<file path="config.mk">
export PLATFORM = sky130hd
export DESIGN_NAME = pack_ins
export DESIGN_NICKNAME = d
export VERILOG_FILES = /design/src/rtl/pack_ins.sv
export SDC_FILE = /design/constraint.sdc
export NUM_CORES = 1
export LEC_CHECK = 0
export ABC_AREA = 1
export CORE_UTILIZATION = 55
export DETAILED_ROUTE_END_ITERATION = 8
export GPL_ROUTABILITY_DRIVEN = 0
export GPL_TIMING_DRIVEN = 0
export PLACE_DENSITY = 0.83
export SYNTH_ARGS = -nofsm -noshare
export SYNTH_HDL_FRONTEND = slang
export SYNTH_SLANG_ARGS = --single-unit
</file>
<file path="constraint.sdc">
create_clock -name clk -period 3 [get_ports clk]
set_clock_uncertainty 0.1 [all_clocks]
set_input_delay 0.3 -clock clk [delete_from_list [all_inputs] [get_ports clk]]
set_output_delay 0.3 -clock clk [all_outputs]
set_load 0.03 [all_outputs]
</file>
<file path="src/rtl/pack_ins.sv">
// Packs consecutive narrow tokens into one wide word, little-endian lanes.
// A group closed early by ins_last is emitted with its upper lanes zero.
module pack_ins #(
  parameter int INPUT_WIDTH  = 8,
  parameter int OUTPUT_WIDTH = 32
) (
  input  logic                    clk,
  input  logic                    rst,
  input  logic [INPUT_WIDTH-1:0]  ins,
  input  logic                    ins_last,
  input  logic                    ins_valid,
  output logic                    ins_ready,
  output logic [OUTPUT_WIDTH-1:0] outs,
  output logic                    outs_valid,
  input  logic                    outs_ready
);

  localparam int N  = OUTPUT_WIDTH / INPUT_WIDTH;
  localparam int CW = $clog2(N);
  localparam int AW = (N - 1) * INPUT_WIDTH;

  logic [CW-1:0]           r_cnt;
  logic [AW-1:0]           r_acc;
  logic [OUTPUT_WIDTH-1:0] r_outs;
  logic                    r_outs_valid;

  logic                    w_accept;
  logic                    w_complete;
  logic [OUTPUT_WIDTH-1:0] w_word;

  assign ins_ready  = !r_outs_valid | outs_ready;
  assign w_accept   = ins_valid & ins_ready;
  assign w_complete = w_accept & ((r_cnt == CW'(N - 1)) | ins_last);

  // Lanes at and above r_cnt in r_acc are always zero, so OR-ing the new lane in is exact.
  assign w_word = {{INPUT_WIDTH{1'b0}}, r_acc}
                | (OUTPUT_WIDTH'(ins) << (int'(r_cnt) * INPUT_WIDTH));

  always_ff @(posedge clk or negedge rst) begin
    if (!rst) begin
      r_cnt        <= '0;
      r_acc        <= '0;
      r_outs       <= '0;
      r_outs_valid <= 1'b0;
    end else if (w_complete) begin
      r_outs       <= w_word;
      r_outs_valid <= 1'b1;
      r_cnt        <= '0;
      r_acc        <= '0;
    end else begin
      if (w_accept) begin
        r_acc <= r_acc | (AW'(ins) << (int'(r_cnt) * INPUT_WIDTH));
        r_cnt <= r_cnt + 1'b1;
      end
      if (r_outs_valid && outs_ready) r_outs_valid <= 1'b0;
    end
  end

  assign outs       = r_outs;
  assign outs_valid = r_outs_valid;

endmodule

</file>
==> Yosys cells after proc, flatten, opt, wreduce, memory -nomap -nowiden <==
Index checks and enable logic that the tools add are counted.
{ "classes": {"eq_ne": 1, "n_shift": 2, "reduce_logical": 4, "n_mux": 6, "n_addsub": 1, "bitwise_logic": 6} }
{ "ops": {"columns": ["cell", "n"], "rows": [
  ["two-way mux 24 bit", 2],
  ["OR 24 x 32 -> 32 bit", 1],
  ["left shift 8 x 5 -> 32 bit", 1],
  ["OR 24 bit", 1],
  ["left shift 8 x 5 -> 24 bit", 1],
  ["two-way mux 2 bit", 2],
  ["nonzero test 2 bit", 2],
  ["adder 2 x 1 -> 2 bit (second input constant)", 1],
  ["bitwise AND 1 bit", 2],
  ["== test 2 bit (second input constant)", 1],
  ["two-way mux 1 bit", 2],
  ["OR 1 bit", 2],
  ["logical AND 1 bit", 1],
  ["zero test 1 bit", 1]
]} }
{ "totals": {"output_inout_bits": 34, "wordCells": 24, "register_bits": 59} }

==> Logic depth before layout (Yosys ltp) <==
{ "depth": {"depth_word": 5, "depth_mapped": 8, "ltp_nobuf": 6} }

==> Worst setup path before layout <==
Ideal clock, no wire load.
{ "synth_timing": {"path_kind": "reg-to-reg", "from": "register r_outs_valid (netlist: outs_valid)", "to": "register r_outs[0] (netlist: outs[0])", "setup_slack_ns": 1.493, "required_time_ns": 2.783, "stages_incl_launch_ff": 7, "path_buffers": 2, "arrival_time_ns": 1.290, "cell_sequence": "dfrtp_1 nand2_2 nand3_2 buf_6 buf_4 nand2_1 nand2_1"} }
{ "synth_via": {"elab_chain_len": 4} }
{ "synth_lines": {"columns": ["item", "line", "rtl"], "rows": [
  ["start: declaration", "25", "logic r_outs_valid;"],
  ["start signal: assignment", "44", "r_outs_valid <= 1'b0;"],
  ["start signal: assignment", "47", "r_outs_valid <= 1'b1;"],
  ["start signal: assignment", "55", "if (r_outs_valid && outs_ready) r_outs_valid <= 1'b0;"],
  ["zero test 1 bit", "31", "assign ins_ready = !r_outs_valid | outs_ready;"],
  ["OR 1 bit", "31", null],
  ["named net ins_ready", "12", "output logic ins_ready,"],
  ["bitwise AND 1 bit", "32", "assign w_accept = ins_valid & ins_ready;"],
  ["bitwise AND 1 bit", "33", "assign w_complete = w_accept & ((r_cnt == CW'(N - 1)) | ins_last);"],
  ["end signal: assignment", "46", "r_outs <= w_word;"],
  ["end: declaration", "24", "logic [OUTPUT_WIDTH-1:0] r_outs;"]
]} }
The timed path passes the listed nets, and every way through them passes these cells.
A chain may end at the register's enable or synchronous reset.

==> Final worst setup path <==
{ "layout_timing": {"from": "input outs_ready", "to": "output ins_ready"} }
{ "layout_via": {"elab_chain_len": 1} }
{ "layout_lines": {"columns": ["item", "line", "rtl"], "rows": [
  ["start: declaration", "15", "input logic outs_ready"],
  ["OR 1 bit", "31", null],
  ["end: declaration", "12", null]
]} }
Every way passes these cells.

==> PnR_summary.wiki <==
{| class="wikitable"
! Metric !! Value
|-
| Run status || finished, violations left
|-
| Violated checks || DRC
|-
| Most used cells in the layout excluding fill and tap cells || sky130_fd_sc_hd__nand2_1 (150), sky130_fd_sc_hd__dfrtp_1 (59), sky130_fd_sc_hd__nor2_1 (57)
|-
| Chip width || a little over 70 microns
|-
| Vias in the first global route || between 2000 and 2500
|-
| Syn avg cell area || a little under 8 sq um
|-
| Clk_lat worst skew || roughly 0.34 ns
|-
| Quantity of hold-fixing buffers added after cts || 1
|-
| Max-cap violations || 0
|-
| Portion of the post-synthesis area used by sequential elements || 55.8%
|-
| Worst path bufs/invs || 3
|-
| Antenna fix cells || 0
|-
| Worst slew pin tran || approximately 0.57 ns
|-
| Number of buffers created by CTS || 9
|-
| Prevailing post-synth register cell || sky130_fd_sc_hd__dfrtp_1
|-
| Core box area || 4470 sq um
|-
| Post-detailed-route DRC marker count || 5
|-
| Critical path required time || between 2 and 3 ns
|-
| Die boundary height || about 71 microns
|-
| Wire length of the first global-routing pass || between 9 and 10 mm
|-
| Maximum achievable frequency || 0.500 GHz
|-
| CP dominant cell by count || sky130_fd_sc_hd__clkdlybuf4s50_1
|-
| TritonRoute pass-1 iters || 9
|-
| Max Buffers Root-to-Sink || 2
|-
| Cts repair resizes || 0
|-
| Maximum number of pins on one net before global-route repair || 35
|-
| Post-CTS Setup Inserts || 0
|-
| TritonCTS sink count || just under 60
|-
| Clock share of power || 26.1%
|-
| Clock slew at the register clock pins of the worst setup and hold paths || ~0.060 ns
|-
| Floorplan die area || 5090 sq um
|-
| Cells after Synth || around 340
|-
| Final non-filler cell area || between 3000 and 4000 sq um
|-
| Endpoint class of the critical path || output pin
|-
| Crit-path max cell delay || just under 0.7 ns
|-
| Quantity of I/O buffers inserted on ports || between 40 and 50
|-
| Synth-to-Final Area Change || 27.6%
|-
| Worst-path cell with the longest stage delay || sky130_fd_sc_hd__clkdlybuf4s50_1
|-
| CTS tree || yes
|-
| Count of nets left with antenna violations after detail routing || 0
|-
| Unrepaired setup endpoints after global routing || no
|-
| List of cells traversed by the critical path || clkdlybuf4s50_1, inv_2, nand2_2, clkdlybuf4s50_1
|-
| Hpwl dp || 4.17 mm
|-
| Total number of nets in the final design || 408
|-
| Number of synthesis warnings || 0
|-
| Unique cell type count in the Yosys netlist || 16
|-
| Most common library cell in the layout ignoring fill and taps || sky130_fd_sc_hd__nand2_1
|-
| Total negative slack for setup checks || 0 ns
|-
| Nets in the synthesized netlist || about 350
|-
| Drt initial violations || 180
|-
| Fraction of power consumed by sequential logic || between 40% and 50%
|-
| Vias/cell || around 5
|-
| Power density over cell area || approximately 750 nW/um^2
|-
| Share of total power consumed by net switching || around 36%
|-
| Number of top-level design ports || 47
|-
| Number of levels the H-tree was split into || 3
|-
| Post-synthesis register bit count || between 50 and 60
|-
| WP data arrival || between 1.5 and 2 ns
|-
| Instance area after placement || ~3200 sq um
|-
| Logic gate share of total power || 33.7%
|-
| Layout cells sized above 1 || about a tenth
|-
| Dpl ws || slightly below 1 ns
|-
| Final cell utilization of the core || about three quarters
|-
| Worst hold path type || flop to flop
|-
| Grt total ovfl || 0
|-
| Shortest period the worst path allows || between 1.5 and 2 ns
|-
| Floorplan row count || 24
|-
| Final Hold Vio Count || 0
|-
| Max-slew violation total from the final report || 0
|-
| Number of setup violations in the final report || 0
|-
| Multi-input gate area in the final layout || 987 sq um
|-
| Fin crit share || between 60% and 70%
|-
| Minimum setup slack in the final design || between 1 and 1.5 ns
|-
| Worst setup path category || input port to output pin
|-
| Critical-path maximum fanout || 4
|-
| CP delay by family, top || buffers and inverters
|-
| Critical Path Source Type || input port
|-
| Total track usage || roughly 25%
|-
| Final WL || just under 6 mm
|-
| Max IR drop VDD || a little under 500 uV
|-
| Effective utilization at floorplan || 59.1%
|-
| Register area || between 1000 and 1500 sq um
|-
| Total internal power || ~1.6 mW
|-
| Final routed wire length divided by cell count || about 13 microns
|-
| Ys async rst share || 100%
|-
| Switching power || ~0.89 mW
|-
| Total standard cell area after synthesis || 2650 sq um
|-
| Number of synthesized flops with an enable pin || 0
|-
| Relative max-transition margin || 61.9%
|-
| Vias || approximately 2300
|-
| Cell at the root of the clock tree || sky130_fd_sc_hd__clkbuf_8
|-
| Number of antenna violations at the first check in global routing || 0
|-
| Filler instances || 326
|-
| Static leakage || 1.79 nW
|}
layer usage:
metal,vias to the layer above,global-route usage (%),routed length (microns)
li1,1129,-,-
met1,1070,34.7,2710
met2,67,38.3,2750
met3,8,4.78,309
met4,0,12.0,84
met5,-,0,0
power by group through the flow:
stage / clock, mW / sequential (mW) / combinational (mW)
2_1_floorplan: 0 / 1.21 / 0.335
3_3_place_gp: 0 / 1.02 / 0.825
3_5_place_dp: 0 / 1.02 / 0.845
4_1_cts: 0.661 / 1.01 / 0.853
5_1_grt: 0.693 / 1.03 / 0.924
6_report: 0.657 / 1.01 / 0.849
sequential cells by signal, indices dropped and copies added, names as in the netlist:
signal      count
outs           32
r_acc          24
r_cnt           2
outs_valid      1
kinds of logic (layout without fill, tap and decap cells):
family / after synthesis / after routing / share of synthesized area [%]
compound gates: 10 / 10 / 3.17
fa+ha+maj: 1 / 1 / 0.473
buf+inv: 37 / 100 / 6.90
flops: 59 / 59 / 55.8
simple gates: 228 / 228 / 33.7
stage by stage:
step / total power, mW / instances / hold WS [ns]
after floorplan: 1.54 / 335 / -0.0956
after detailed placement: 1.87 / 434 / 0.230
after global routing: 2.64 / 450 / 0.396
after CTS: 2.53 / 450 / 0.381
final: 2.52 / 450 / 0.377
after global placement: 1.84 / 433 / 0.363
tightest hold or removal path: cells and delay by family (launching register included):
kind	cells	cell delay (ns)
simple gates	2	0.10
flops	1	0.34
layout make-up:
type	instances	share of cell area, %
multi-input combinational	239	29.2
sequential	59	43.7
tap	52	1.93
timing repair buffer	48	14.4
buffer	16	3.08
inverter	21	2.34
clock inverter	2	0.297
clock buffer	13	5.00
cell usage after synthesis, types with 2 or more instances:
master                       n  area (sq um)
sky130_fd_sc_hd__buf_2       8          40.0
sky130_fd_sc_hd__buf_4       7          52.6
sky130_fd_sc_hd__dfrtp_1    59          1480
sky130_fd_sc_hd__inv_1      18          67.6
sky130_fd_sc_hd__inv_2       3          11.3
sky130_fd_sc_hd__nand2_1   150           563
sky130_fd_sc_hd__nand2_2     2          12.5
sky130_fd_sc_hd__nand3_1    17          85.1
sky130_fd_sc_hd__nor2_1     57           214
sky130_fd_sc_hd__o21bai_1    8          60.1
worst paths after layout:
path                                 startpoint                     to  slack (ns)  depth (start not counted)
setup / recovery                     outs_ready              ins_ready        1.00                          4
hold / removal              outs[0]$_DFFE_PN0P_    outs[0]$_DFFE_PN0P_        0.38                          2
setup reg to reg           r_cnt[0]$_DFFE_PN0P_   outs[15]$_DFFE_PN0P_        1.51                          6
hold reg to reg             outs[0]$_DFFE_PN0P_    outs[0]$_DFFE_PN0P_        0.38                          2
max in group asynchronous                   rst  r_acc[12]$_DFFE_PN0P_        1.83                          3
min in group asynchronous                   rst   r_acc[2]$_DFFE_PN0P_        0.39                          2
Power figures use the tool's default switching activity.
